[src/rtl/cpu_trace_buf.sv]
// Circular trace capture buffer: 256-bit packets in, 32-bit words out over valid/ready.
// Optional privilege filter enabled by defining CPU_TRACE_FILTER_EN (adds prv_mask input).
module cpu_trace_buf #(
    parameter int DEPTH     = 16,
    parameter int POST_PKTS = 4,
    parameter int OVF_W     = 16
) (
    input  logic                     clk,
    input  logic                     srst,
    input  logic                     trace_en,
    input  logic                     wrap_mode,
    input  logic                     trig_on_trap,
    input  logic                     clr,
`ifdef CPU_TRACE_FILTER_EN
    input  logic [3:0]               prv_mask,
`endif
    input  logic                     pkg_valid,
    input  logic [255:0]             pkg,
    output logic                     out_valid,
    input  logic                     out_ready,
    output logic [31:0]              out_data,
    output logic                     out_last,
    output logic [$clog2(DEPTH):0]   count,
    output logic                     full,
    output logic                     empty,
    output logic                     frozen,
    output logic [OVF_W-1:0]         ovf_cnt
);

    localparam int AW = $clog2(DEPTH);
    localparam int CW = AW + 1;
    localparam int PW = $clog2(POST_PKTS + 1);
    localparam logic [CW-1:0] FULL_CNT  = CW'(DEPTH);
    localparam logic [PW-1:0] POST_INIT = PW'(POST_PKTS);

    typedef enum logic [1:0] {IDLE, ARMED, POST, DONE} state_t;

    state_t          state, state_nxt;
    logic [PW-1:0]   post_cnt;
    logic [255:0]    mem [DEPTH];
    logic [AW-1:0]   wptr, rptr;
    logic [2:0]      wcnt;
    logic            cap_en, eligible, beat, pop, wr, ovr, ovf;

    function automatic logic [OVF_W-1:0] sat_inc(input logic [OVF_W-1:0] v);
        return (&v) ? v : v + 1'b1;
    endfunction

    always_ff @(posedge clk) begin
        if (srst) state <= IDLE;
        else      state <= state_nxt;
    end

    always_comb begin
        state_nxt = state;
        if (!trace_en) begin
            state_nxt = IDLE;
        end else begin
            case (state)
                IDLE:    state_nxt = ARMED;
                ARMED:   if (wr && trig_on_trap && pkg[255]) state_nxt = POST;
                POST:    if (wr && post_cnt == PW'(1)) state_nxt = DONE;
                default: state_nxt = state;
            endcase
        end
    end

    always_comb begin
        cap_en = trace_en && (state == ARMED || state == POST);
        frozen = (state == DONE);
    end

    // The trap packet arms the window; only packets after it decrement the count.
    always_ff @(posedge clk) begin
        if (srst)                                post_cnt <= '0;
        else if (state == ARMED && state_nxt == POST) post_cnt <= POST_INIT;
        else if (state == POST && wr)            post_cnt <= post_cnt - 1'b1;
    end

`ifdef CPU_TRACE_FILTER_EN
    assign eligible = pkg_valid && prv_mask[pkg[254:253]];
`else
    assign eligible = pkg_valid;
`endif

    assign empty     = (count == '0);
    assign full      = (count == FULL_CNT);
    assign out_valid = !empty;
    assign beat      = out_valid && out_ready;
    assign pop       = beat && (wcnt == 3'd7);

    // A pop in the same cycle frees a slot, so a full buffer still accepts.
    always_comb begin
        wr  = 1'b0;
        ovr = 1'b0;
        ovf = 1'b0;
        if (cap_en && eligible && !clr) begin
            if (!full || pop) begin
                wr = 1'b1;
            end else if (wrap_mode && wcnt == 3'd0) begin
                wr  = 1'b1;
                ovr = 1'b1;
                ovf = 1'b1;
            end else begin
                ovf = 1'b1;
            end
        end
    end

    always_ff @(posedge clk) begin
        if (srst || clr) begin
            wptr    <= '0;
            rptr    <= '0;
            wcnt    <= '0;
            count   <= '0;
            ovf_cnt <= '0;
        end else begin
            if (wr)         wptr <= wptr + 1'b1;
            if (pop || ovr) rptr <= rptr + 1'b1;
            if (beat)       wcnt <= wcnt + 1'b1;
            if (wr && !ovr && !pop)  count <= count + 1'b1;
            else if (pop && !wr)     count <= count - 1'b1;
            if (ovf)        ovf_cnt <= sat_inc(ovf_cnt);
        end
    end

    always_ff @(posedge clk) begin
        if (wr) mem[wptr] <= pkg;
    end

    assign out_data = empty ? 32'd0 : mem[rptr][{wcnt, 5'b00000} +: 32];
    assign out_last = !empty && (wcnt == 3'd7);

endmodule
[config.mk]
export PLATFORM = sky130hd
export DESIGN_NAME = cpu_trace_buf
export DESIGN_NICKNAME = d
export VERILOG_FILES = /design/src/rtl/cpu_trace_buf.sv
export SDC_FILE = /design/constraint.sdc
export NUM_CORES = 2
export LEC_CHECK = 0
export ABC_AREA = 1
export ABC_CLOCK_PERIOD_IN_PS = 17000
export CAP_MARGIN = 20
export CORE_MARGIN = 2
export CORE_UTILIZATION = 30
export CTS_CLUSTER_SIZE = 25
export DETAILED_ROUTE_END_ITERATION = 10
export RECOVER_POWER = 50
export SYNTH_ARGS = -nofsm -noshare
export SYNTH_HDL_FRONTEND = slang
export SYNTH_SLANG_ARGS = --single-unit
[constraint.sdc]
create_clock -name clk -period 17 [get_ports clk]
set_input_delay 3.4 -clock clk [delete_from_list [all_inputs] [get_ports clk]]
set_output_delay 3.4 -clock clk [all_outputs]
set_load 0.02 [all_outputs]
==> key figures <==
Synth
  – Most area-hungry cell type in the Yosys netlist: edfxtp_1
  – Number of synthesis warnings: 0
  – Count of distinct cell types in the synthesized netlist: 35
  – Most frequently used cell type in the post-synthesis netlist: edfxtp_1
  – Net count of the mapped netlist: 13200
  – Number of synthesized flops with an enable pin: 4096
  – Post-synthesis async set-or-reset flop share: 0%
  – Top cells by area in the synthesized netlist: edfxtp_1 (75%), o21ai_0 (5.1%), nand3_1 (4.4%), nand2_1 (4.2%), nor2_1 (3.6%)
  – Post-synth top flop: edfxtp_1
  – Cell count after synthesis: 12900
  – Synthesized flop and latch total: 4137
  – Netlist Area Pre-Place: 164000 um^2
  – Most frequent cells after synthesis: edfxtp_1 (4096), nand2_1 (1818), o21ai_0 (1684)
  – Avg Synthesized Cell Area: 12.7 um^2
  – Proportion of synthesized chip area in sequential cells: 75.4%
  – Top cell type's share of synthesized area: 74.9%

Clocking
  – Deepest clock path buffer count: 4
  – TritonCTS clock tree: yes
  – Total of hold buffers inserted after clock tree synthesis: 0
  – CTS H-tree lvls: 5
  – Post_cts resized: 0
  – Root Buffer: clkbuf_16
  – TritonCTS buffer count: 403
  – Number of buffers added for setup after CTS: 0
  – CTS clk-pin slew, worst paths: 60 ps
  – CTS sink cnt: 4137
  – Insertion delay of the later-clocked pin in the worst-skew pair: 1040 ps

Routing
  – Total wirelength of the detailed-routed design: 520000 um
  – Number of DRC violations after detailed routing: 0
  – DR WL/cell: 25.2 um
  – Initial drt markers: 13300
  – Antenna-violating nets left: 0
  – First-pass iteration count of the detailed router: 8
  – Routed via count divided by cell count: 5.19
  – Vias after detailed routing: 107000

Power and ir drop
  – Post-layout total power: 20300 uW
  – Leak Pwr: 0.0611 uW
  – Cell area power density: 108 nW/um^2
  – VDD IR max: 0.0849 mV

Placed design
  – Final RePlAce weighted congestion: 0.780
  – Worst slack after detailed placement: 7330 ps
  – Half-perimeter wire length of the detailed placement result: 277000 um
  – Count of buffers inserted at the top-level ports: 321

STA
  – Worst hold margin: 466 ps
  – Post-layout minimum cycle time: 10730 ps
  – Fmax achieved: 0.0932 GHz
  – Slew at the pin closest to its max-slew limit: 1350 ps
  – Fin. Hold Viols: 0
  – Setup clock skew after layout: 111 ps
  – Final worst setup slack: 6270 ps
  – Unrepaired setup endpoints after global routing: false
  – Final slew viol count: 0
  – Total Negative Setup Slacks: 0 ps
  – Worst relative slew slack: 9.03%
  – Final setup fails: 0
  – Share of the clock period used by the worst path: 63.1%

Setup path
  – Worst-case register-to-register setup slack: 10150 ps
  – CP Max Fanout: 127
  – Critical path type: flop to output port
  – Worst R2R Path Depth: 12
  – Critical Path AT: 7330 ps
  – Critical R2R Capture: mem[5][241]
  – Crit Reg-Reg Startpoint: wcnt[1]
  – Setup crit end kind: output port
  – Startpoint class of the critical path: flop
  – Crit path required time: 13600 ps

Global routing
  – Largest net degree at the start of global routing: 272
  – Global-route usage over all layers: 18.1%
  – Via count of the first global-routing pass: 98900
  – Overflow left after global routing: 0
  – Global-route wire length before repair: 737000 um
  – Antenna violations before repair: 210

Min path
  – Hold Path Depth: 2
  – Class of the tightest hold or removal check: flop to flop
  – Launch instance of the worst min-delay path: rptr[3]

Die
  – Placement row count: 271
  – Horiz. Die Dim: 744 um
  – Die Height: 744 um
  – Area of the core region: 545000 um^2
  – Effective utilization at floorplan: 30.1%
  – I/O pin total: 322
  – Overall die area: 553000 um^2

Layout
  – FILL cells: 52600
  – Layout cells sized above 1: 5.96%
  – Area growth from synthesis to final layout: 14.4%
  – Post-route core utilization: 34.5%
  – Fin nets: 13300

Flow run
  – # Max-Cap Violations: 0

Status
  – Run status: finished clean
[worst max-delay path, stage by stage, from the launching register on]
cell             delay [ps]
dfxtp_4                 820
buf_12                  480
buf_4                   570
buf_4                   660
buf_4                   680
o21ai_0                 190
o22ai_1                 210
nand2_1                  70
nand3_1                 110
nand3_1                 110
nand2_1                 190
nand2_1                 200
nand2_1                 170
nor2_1                   60
nor2_1                  810
clkdlybuf4s50_1         780
[how the worst max path moves through the flow]
stage                   start  slack (ps)           to  cells after the start
floorplan           wrap_mode        1450   mem[11][0]                      8
global placement         flop        7320  out_data[0]                     15
detailed placement       flop        7330  out_data[1]                     15
CTS                      flop        6330  out_data[1]                     15
global route             flop        5970  out_data[0]                     15
finish                   flop        6270  out_data[0]                     15
[power by group]
| part | internal [uW] | switching [uW] | total (uW) | leakage (uW) |
|---|---|---|---|---|
| clock network | 5030 | 3870 | 8900 | 0.00632 |
| logic | 55.4 | 182 | 237 | 0.0176 |
| registers | 11200 | 2.19 | 11200 | 0.0371 |
| total | 16300 | 4060 | 20300 | 0.0611 |
[cell type report]
class                   count  area (um^2)  area share (%)
well taps                7234         9050            4.82
inverters                 278         1100           0.587
clock inverters           249         2300            1.23
flip-flops and latches   4137       124000            66.0
multi-input cells        7621        35200            18.7
diodes                    144          360           0.192
clock buffers             493        10600            5.65
repair buffers            532         5290            2.82
[stage by stage]
step                instance area (um^2)  instances
global route                      187000      20600
global placement                  174000      19800
finish                            188000      20700
CTS                               187000      20500
detailed placement                174000      19800
floorplan                         164000      12900
[logic make-up after synthesis]
kind of cell / Yosys count / share of synthesized area [%]
adder cells (fa/ha/maj): 20 / 0.157
multiplexers: 2 / 0.0122
AO/OA/AOI/OAI: 2712 / 8.85
flip-flops: 4137 / 75.4
XOR/XNOR: 7 / 0.0374
buffers and inverters: 1185 / 3.20
AND/OR/NAND/NOR: 4880 / 12.3
[metal layers]
| layer | GRT usage [%] | share of wire, % | vias to the layer above |
|---|---|---|---|
| li1 | - | - | 47500 |
| met1 | 24.6 | 41 | 53900 |
| met2 | 28.5 | 46 | 4967 |
| met3 | 4.18 | 9.8 | 954 |
| met4 | 6.11 | 3.4 | 70 |
| met5 | 0 | 0.086 | - |
[cell usage in the layout (no fill, tap or decap), types with 73 or more instances in the layout]
| master | count |
|---|---|
| a21oi_1 | 252 |
| buf_4 | 169 |
| clkbuf_1 | 82 |
| clkbuf_16 | 412 |
| clkinv_1 | 108 |
| clkinv_2 | 73 |
| diode_2 | 144 |
| dlygate4sd3_1 | 271 |
| edfxtp_1 | 4096 |
| inv_1 | 272 |
| nand2_1 | 1818 |
| nand3_1 | 1456 |
| nor2_1 | 1570 |
| o21ai_0 | 1686 |
| o22ai_1 | 736 |
[sequential cells by signal, summed over array words and instances (netlist names), named ones only]
name / count
count: 5
ovf_cnt: 16
rptr: 4
wptr: 4
post_cnt: 3
wcnt: 3
state: 2
mem: 4096
Power figures use the tool's default switching activity.
